## src/rtl/shift_pkg.sv

```systemverilog
// Shared definitions for the serial link: receiver FSM states and the default frame width.
package shift_pkg;

    typedef enum logic {
        IDLE  = 1'b0,
        SHIFT = 1'b1
    } state_t;

    localparam int SHIFT_WIDTH = 8;

endpackage

```

## src/rtl/deser_shiftreg.sv

```systemverilog
// Right-shifting capture register: serial bits enter at the MSB so the first bit lands in bit 0.
module deser_shiftreg
    import shift_pkg::*;
#(
    parameter int WIDTH = SHIFT_WIDTH
) (
    input  logic             clk,
    input  logic             clear,
    input  logic             shift_en,
    input  logic             serial_in,
    output logic [WIDTH-1:0] q
);

    logic [WIDTH-1:0] base;

    // clear together with shift_en loads serial_in into an otherwise empty register
    always_comb begin
        base = clear ? '0 : q;
    end

    always_ff @(posedge clk) begin
        if (shift_en) begin
            q <= {serial_in, base[WIDTH-1:1]};
        end else if (clear) begin
            q <= '0;
        end
    end

endmodule

```

## src/rtl/shift_deserializer.sv

```systemverilog
// LSB-first serial-to-parallel receiver: framed by start, one bit per bit_valid, word out with a valid pulse.
module shift_deserializer
    import shift_pkg::*;
#(
    parameter int WIDTH = SHIFT_WIDTH
) (
    input  logic             clk,
    input  logic             reset,
    input  logic             start,
    input  logic             serial_in,
    input  logic             bit_valid,
    output logic [WIDTH-1:0] data_out,
    output logic             data_valid,
    output logic             busy,
    output logic             abort,
    output state_t           dbg_state
);

    localparam int CW = $clog2(WIDTH + 1);
    localparam logic [CW-1:0] LAST = CW'(WIDTH - 1);

    state_t           state;
    logic [CW-1:0]    count;
    logic [WIDTH-1:0] sr_q;
    logic             sr_clear;
    logic             sr_shift;
    logic             final_bit;

    // Handshake: bit_valid qualifies serial_in on the edge it is high (no back-pressure);
    // data_valid is a one-cycle pulse marking the edge data_out was refreshed.
    always_comb begin
        sr_clear  = reset | start;
        sr_shift  = !reset && bit_valid && ((state == IDLE) ? start : !start);
        final_bit = (state == SHIFT) && bit_valid && !start && (count == LAST);
    end

    deser_shiftreg #(.WIDTH(WIDTH)) u_shiftreg (
        .clk       (clk),
        .clear     (sr_clear),
        .shift_en  (sr_shift),
        .serial_in (serial_in),
        .q         (sr_q)
    );

    always_ff @(posedge clk) begin
        if (reset) begin
            state      <= IDLE;
            count      <= '0;
            data_out   <= '0;
            data_valid <= 1'b0;
            abort      <= 1'b0;
        end else begin
            data_valid <= 1'b0;
            abort      <= 1'b0;
            case (state)
                IDLE: begin
                    if (start) begin
                        state <= SHIFT;
                        count <= bit_valid ? CW'(1) : '0;
                    end
                end
                SHIFT: begin
                    // a restart wins over a bit arriving on the same edge, even the last one
                    if (start) begin
                        abort <= 1'b1;
                        count <= '0;
                    end else if (final_bit) begin
                        data_out   <= {serial_in, sr_q[WIDTH-1:1]};
                        data_valid <= 1'b1;
                        state      <= IDLE;
                        count      <= '0;
                    end else if (bit_valid) begin
                        count <= count + CW'(1);
                    end
                end
                default: begin
                    state <= IDLE;
                    count <= '0;
                end
            endcase
        end
    end

    assign busy      = (state == SHIFT);
    assign dbg_state = state;

endmodule

```

## config.mk

```make
export PLATFORM = sky130hd
export DESIGN_NAME = shift_deserializer
export DESIGN_NICKNAME = d
export VERILOG_FILES = /design/src/rtl/shift_pkg.sv /design/src/rtl/deser_shiftreg.sv /design/src/rtl/shift_deserializer.sv
export SDC_FILE = /design/constraint.sdc
export NUM_CORES = 1
export LEC_CHECK = 0
export CAP_MARGIN = 20
export CORE_MARGIN = 2
export CORE_UTILIZATION = 46
export DETAILED_ROUTE_END_ITERATION = 10
export GPL_ROUTABILITY_DRIVEN = 0
export GPL_TIMING_DRIVEN = 0
export MAX_ROUTING_LAYER = met4
export PLACE_DENSITY_LB_ADDON = 0.15
export SLEW_MARGIN = 15
export SYNTH_ARGS = -nofsm -noshare
export SYNTH_HDL_FRONTEND = slang
export SYNTH_SLANG_ARGS = --single-unit
```

## constraint.sdc

```tcl
create_clock -name clk -period 1.5 [get_ports clk]
set_input_delay 0.3 -clock clk [delete_from_list [all_inputs] [get_ports clk]]
set_output_delay 0.3 -clock clk [all_outputs]
set_load 0.005 [all_outputs]
```

After elaboration in Yosys (flattened, before gate mapping)
Cells that the tools add are included.

Add/sub/neg operators: 1. $mul: 0. Divide/modulo/power cells: 0. $lt $le $gt $ge: 0. Equality and inequality tests: 3. Shift-type cells: 0. Mux-type cells: 14. Bitwise logic cells: 3. Reduce and logical (&&, ||, !) cells: 11.

Operators by type and width (count): $mux 4 (4); $mux 8 (2); $pmux 4 s2 (1); $mux 1 (6); $logic_and 1x1->1 (5); $add 4x1->4 const B (1); $eq 4x3->1 const B (1); $ne 4x3->1 const B (1); $reduce_and 3->1 (1); $reduce_or 3->1 (1); $logic_not 1->1 (2); $ne 2x2->1 const B (1); $not 1->1 (2); $pmux 1 s2 (1); $reduce_and 2->1 (1); $reduce_or 2->1 (1); $or 1x1->1 (1).

Bits in registers: 22. Latch bits: 0. Bits in writable memories: 0. Memory bits (read-only): 0. Input port bits: 5. Memories kept: 0.

Logic depth before layout (Yosys ltp)
Depth after elaboration: 6. Mapped depth: 6.

Cells and area by module
A second synthesis with hierarchy kept.

Cell total of the unflattened synthesis: 108. Area, all modules: 1096.1 µm².

By module, submodules not included: shift_deserializer (instances 1, cells each 82, area an instance 797.0 µm²); deser_shiftreg (instances 1, cells each 26, area an instance 299.0 µm²).

Least setup slack after synthesis
No wires, ideal clock.

Path type: reg-to-reg. Start point: reg state, in the netlist busy. End point: reg u_shiftreg.q[7]. Library setup time: 0.117 ns. Arrival time: 1.336 ns. Setup slack: 0.047 ns. Cell stages (with the launch flop): 7. Path buffers: 1. Period minus slack after synthesis: 1.453 ns. Path through: dfxtp_1 inv_1 ha_1 clkbuf_1 nand2_1 nand3_1 a21oi_1.

Word-level cells in the longest chain between the ends: 3.

RTL lines: start, declared (line shift_deserializer.sv:22) `state_t state;`; start signal, assigned (line shift_deserializer.sv:47) `state <= IDLE;`; start signal, assigned (line shift_deserializer.sv:58) `state <= SHIFT;`; start signal, assigned (line shift_deserializer.sv:70) `state <= IDLE;`; $mux 1 (line shift_deserializer.sv:33) `sr_shift = !reset && bit_valid && ((state == IDLE) ? start : !start);`; $logic_and 1x1->1 (line shift_deserializer.sv:33); $mux 8 (line deser_shiftreg.sv:22) `if (shift_en) begin`; end signal, assigned (line deser_shiftreg.sv:23) `q <= {serial_in, base[WIDTH-1:1]};`; end, declared (line deser_shiftreg.sv:11) `output logic [WIDTH-1:0] q`.

No other way between the ends. A chain may end at the register's enable or synchronous reset.

Worst setup path in the final report
Start point: reg data_out[2]. End point: out data_out[2].

RTL lines: start, declared (line shift_deserializer.sv:12) `output logic [WIDTH-1:0] data_out,`; start signal, assigned (line shift_deserializer.sv:68) `data_out <= {serial_in, sr_q[WIDTH-1:1]};`.

No word-level cell between the ends.

==> summary.md <==
| Metric | Value |
|---|---|
| Run status | finished clean |
| Simple-gate area share of the yosys netlist | 30.0% |
| Post-route clock skew | 0.00964 ns |
| Root buffer cell | clkbuf_4 |
| Fin nets | 141 |
| R2R depth | 5 |
| Die Ht | 50.9 µm |
| Routed Antenna Nets | 0 |
| Worst-margin pin slew | 0.313 ns |
| RSZ-0062 raised after global routing | true |
| Maximum VDD drop | 0.000517 V |
| Synth cell types | 30 |
| Syn nets | 119 |
| DP HPWL | 1.43 mm |
| DIE AREA | 2590 µm² |
| CTS tree | yes |
| Cts bufs inserted | 3 |
| Horiz. Die Dim | 50.9 µm |
| R2R Setup Slk | 0.07 ns |
| Synthesized area | 1010 µm² |
| Hold path startpoint | u_shiftreg.q[1]$_DFF_P_ |
| Maxcap violations | 0 |
| Layout Utilization | 63.5% |
| Req. time, crit path | 1.20 ns |
| Post-synthesis mux area share | 7.91% |
| Ant. Diodes | 0 |
| Fin. Hold Viols | 0 |
| CP Class | reg -> out |
| Largest family of logic cells by synthesized area | simple AND/OR/NAND/NOR gates |
| Hold Path End | u_shiftreg.q[1]$_DFF_P_ |
| Hold-critical path depth | 2 |
| Avg WL per Cell | 12.6 µm |
| Area after DPL | 1210 µm² |
| Sum Neg Setup Slack | 0 ns |
| HP Class | reg -> reg |
| First-pass GRT wire length | 3.05 mm |
| Critical path depth | 1 |
| Critical Path End Type | output port |
| Clock Sinks | 22 |
| Seq/Total Area, Yosys | 43.5% |
| Drt pass-1 iters | 4 |
| GRT Util Overall | 15.7% |
| Via density per instance | 5.32 |
| Max incr delay on CP | 0.50 ns |
| Finished Cell Area | 1280 µm² |
| Synth Area in Adders | 3.71% |
| Vias post-DR | 846 |
| Crit path arrival time | 1.16 ns |
| Clk Latency, worst-skew pair | 0.31 ns |
| Worst r2r src | busy$_SDFF_PP0_ |
| Final clock period utilization by the worst path | 97.1% |
| Maximum fanout along the worst path | 2 |
| CTS max path bufs | 2 |
| Vias in the first global route | 673 |
| Synth Warn # | 0 |
| CTS H-tree depth | 1 |
| Remaining global-route overflow | 0 |
| Rows | 16 |
| FMAX | 0.686 GHz |
| DR iter-0 viols | 20 |
| Crit-path slowest cell | clkdlybuf4s50_1 |
| Crit path max-delay family | buffers and inverters |
| Final min period | 1.46 ns |
| Area delta synth->final | 26.8% |
| PwrDens | 809 nW/µm² |
| FF-to-FF End | data_out[7]$_SDFFE_PP0P_ |
| Initial antenna violation count | 0 |
| Worst setup startpoint | data_out[2]$_SDFFE_PP0P_ |
| Post-route DRC | 0 |
| Clock-pin slew on the worst setup and hold paths | 0.13 ns |
| WP buf/inv | 1 |
| Pwr Total | 1.04 mW |
| Routed Wire Length | 2.01 mm |
| Starting density of the core | 50.1% |
| Mean Syn Cell Area | 9.12 µm² |
| Synthesized flop and latch total | 22 |
| Setup violations, final | 0 |
| Leak | 0.458 nW |
| IO buf count | 16 |
| Synthesized instance count | 111 |
| Synth Area in Compound Gates | 9.64% |
| Core area | 2020 µm² |
| Worst path cell trace | clkdlybuf4s50_1 |
| Slew headroom | 79.1% |
| Max-slew violations | 0 |
| Layout cells sized above 1 | 18.2% |
| Top-Level Pins | 17 |
| CP Launch Type | register |
| Post-Synth XOR/XNOR Area | 0% |
| Largest net degree at the start of global routing | 13 |
## cell families (layout without fill, tap and decap cells)
family / Yosys count / in the layout
compound gates: 17 / 17
fa+ha+maj: 3 / 3
buf+inv: 11 / 32
flops: 22 / 22
mux: 8 / 8
simple gates: 50 / 50
## what timing repair did
action                                  in CTS  in global routing
gates resized for setup                      6                 13
gates cloned                                 0                  0
pin swaps                                    0                  1
endpoints found under the setup margin      21                 19
setup buffers                                1                  1
hold buffers                                 0                  0
## how the worst max path moves through the flow
stage                                    end  slack (ns)
floorplan            u_shiftreg.q[7]$_DFF_P_        0.05
global placement     u_shiftreg.q[7]$_DFF_P_       -0.66
detailed placement   u_shiftreg.q[7]$_DFF_P_       -0.66
CTS                                     busy        0.01
global route        data_out[7]$_SDFFE_PP0P_       -0.02
finish                           data_out[2]        0.04
## per-layer routing
metal | track usage [%] | share of wire [%]
met1 | 23.3 | 49
met2 | 21.9 | 47
met3 | 2.63 | 3.4
met4 | 4.05 | 0.85
met5 | - | 0
## Yosys cell counts (all sizes together)
master,instances,area share (%)
inv,4,1.5
nand3b,1,0.74
and4,1,0.87
o21ai,2,0.99
nor2,1,0.37
a311oi,1,0.87
nor3,1,0.49
nand2,7,2.6
nor3b,3,2.7
a32oi,1,0.87
mux2i,8,7.9
nand3,9,4.4
or3,1,0.62
o211ai,1,0.74
or4,1,0.74
ha,3,3.7
buf,3,2.2
o31ai,1,0.74
nand4,3,1.9
nand4b,1,0.87
a21oi,11,5.4
or3b,1,0.87
clkbuf,4,1.5
nor2b,2,1.5
nand2b,16,9.9
and3b,1,0.87
or2,1,0.62
dfxtp,22,44
## final cells by class
class	instances	area, µm²
clock buffers	4	36.3
repair buffers	18	176
well taps	27	33.8
fillers	187	738
multi-input cells	78	536
flip-flops and latches	22	452
inverters	4	15.0
plain buffers	6	35.0
## power by group
part	total (mW)	internal (mW)	switching [mW]	leakage, nW
clock network	0.327	0.148	0.179	0.0210
logic	0.115	0.0550	0.0604	0.255
registers	0.597	0.591	0.00610	0.182
total	1.04	0.794	0.245	0.458
## stage by stage
step / hold slack [ns] / worst slack, ns / std cells
after floorplan: 0.417 / 0.0467 / 111
after global placement: 0.453 / -0.662 / 154
after detailed placement: 0.457 / -0.662 / 154
after CTS: 0.475 / 0.00952 / 158
after global routing: 0.494 / -0.0157 / 159
final: 0.472 / 0.0431 / 159
## cell usage in the layout (no fill, tap or decap), types with 2 or more instances in the layout
cell type and instances:
nand2_1 7, mux2i_1 8, nand4_1 3, clkdlybuf4s50_1 12, nor3b_1 2, nand2b_1 16, dfxtp_2 6, a21oi_1 10
o21ai_0 2, inv_1 3, dfxtp_1 15, clkbuf_1 2, ha_1 2, dlymetal6s2s_1 2, clkbuf_4 3, buf_4 6
nand3_1 9
## registers in the layout, summed over array words and instances (netlist names)
name,count
count,4
data_out,8
u_shiftreg.q,7
abort,1
busy,1
data_valid,1
Power figures use the tool's default switching activity.
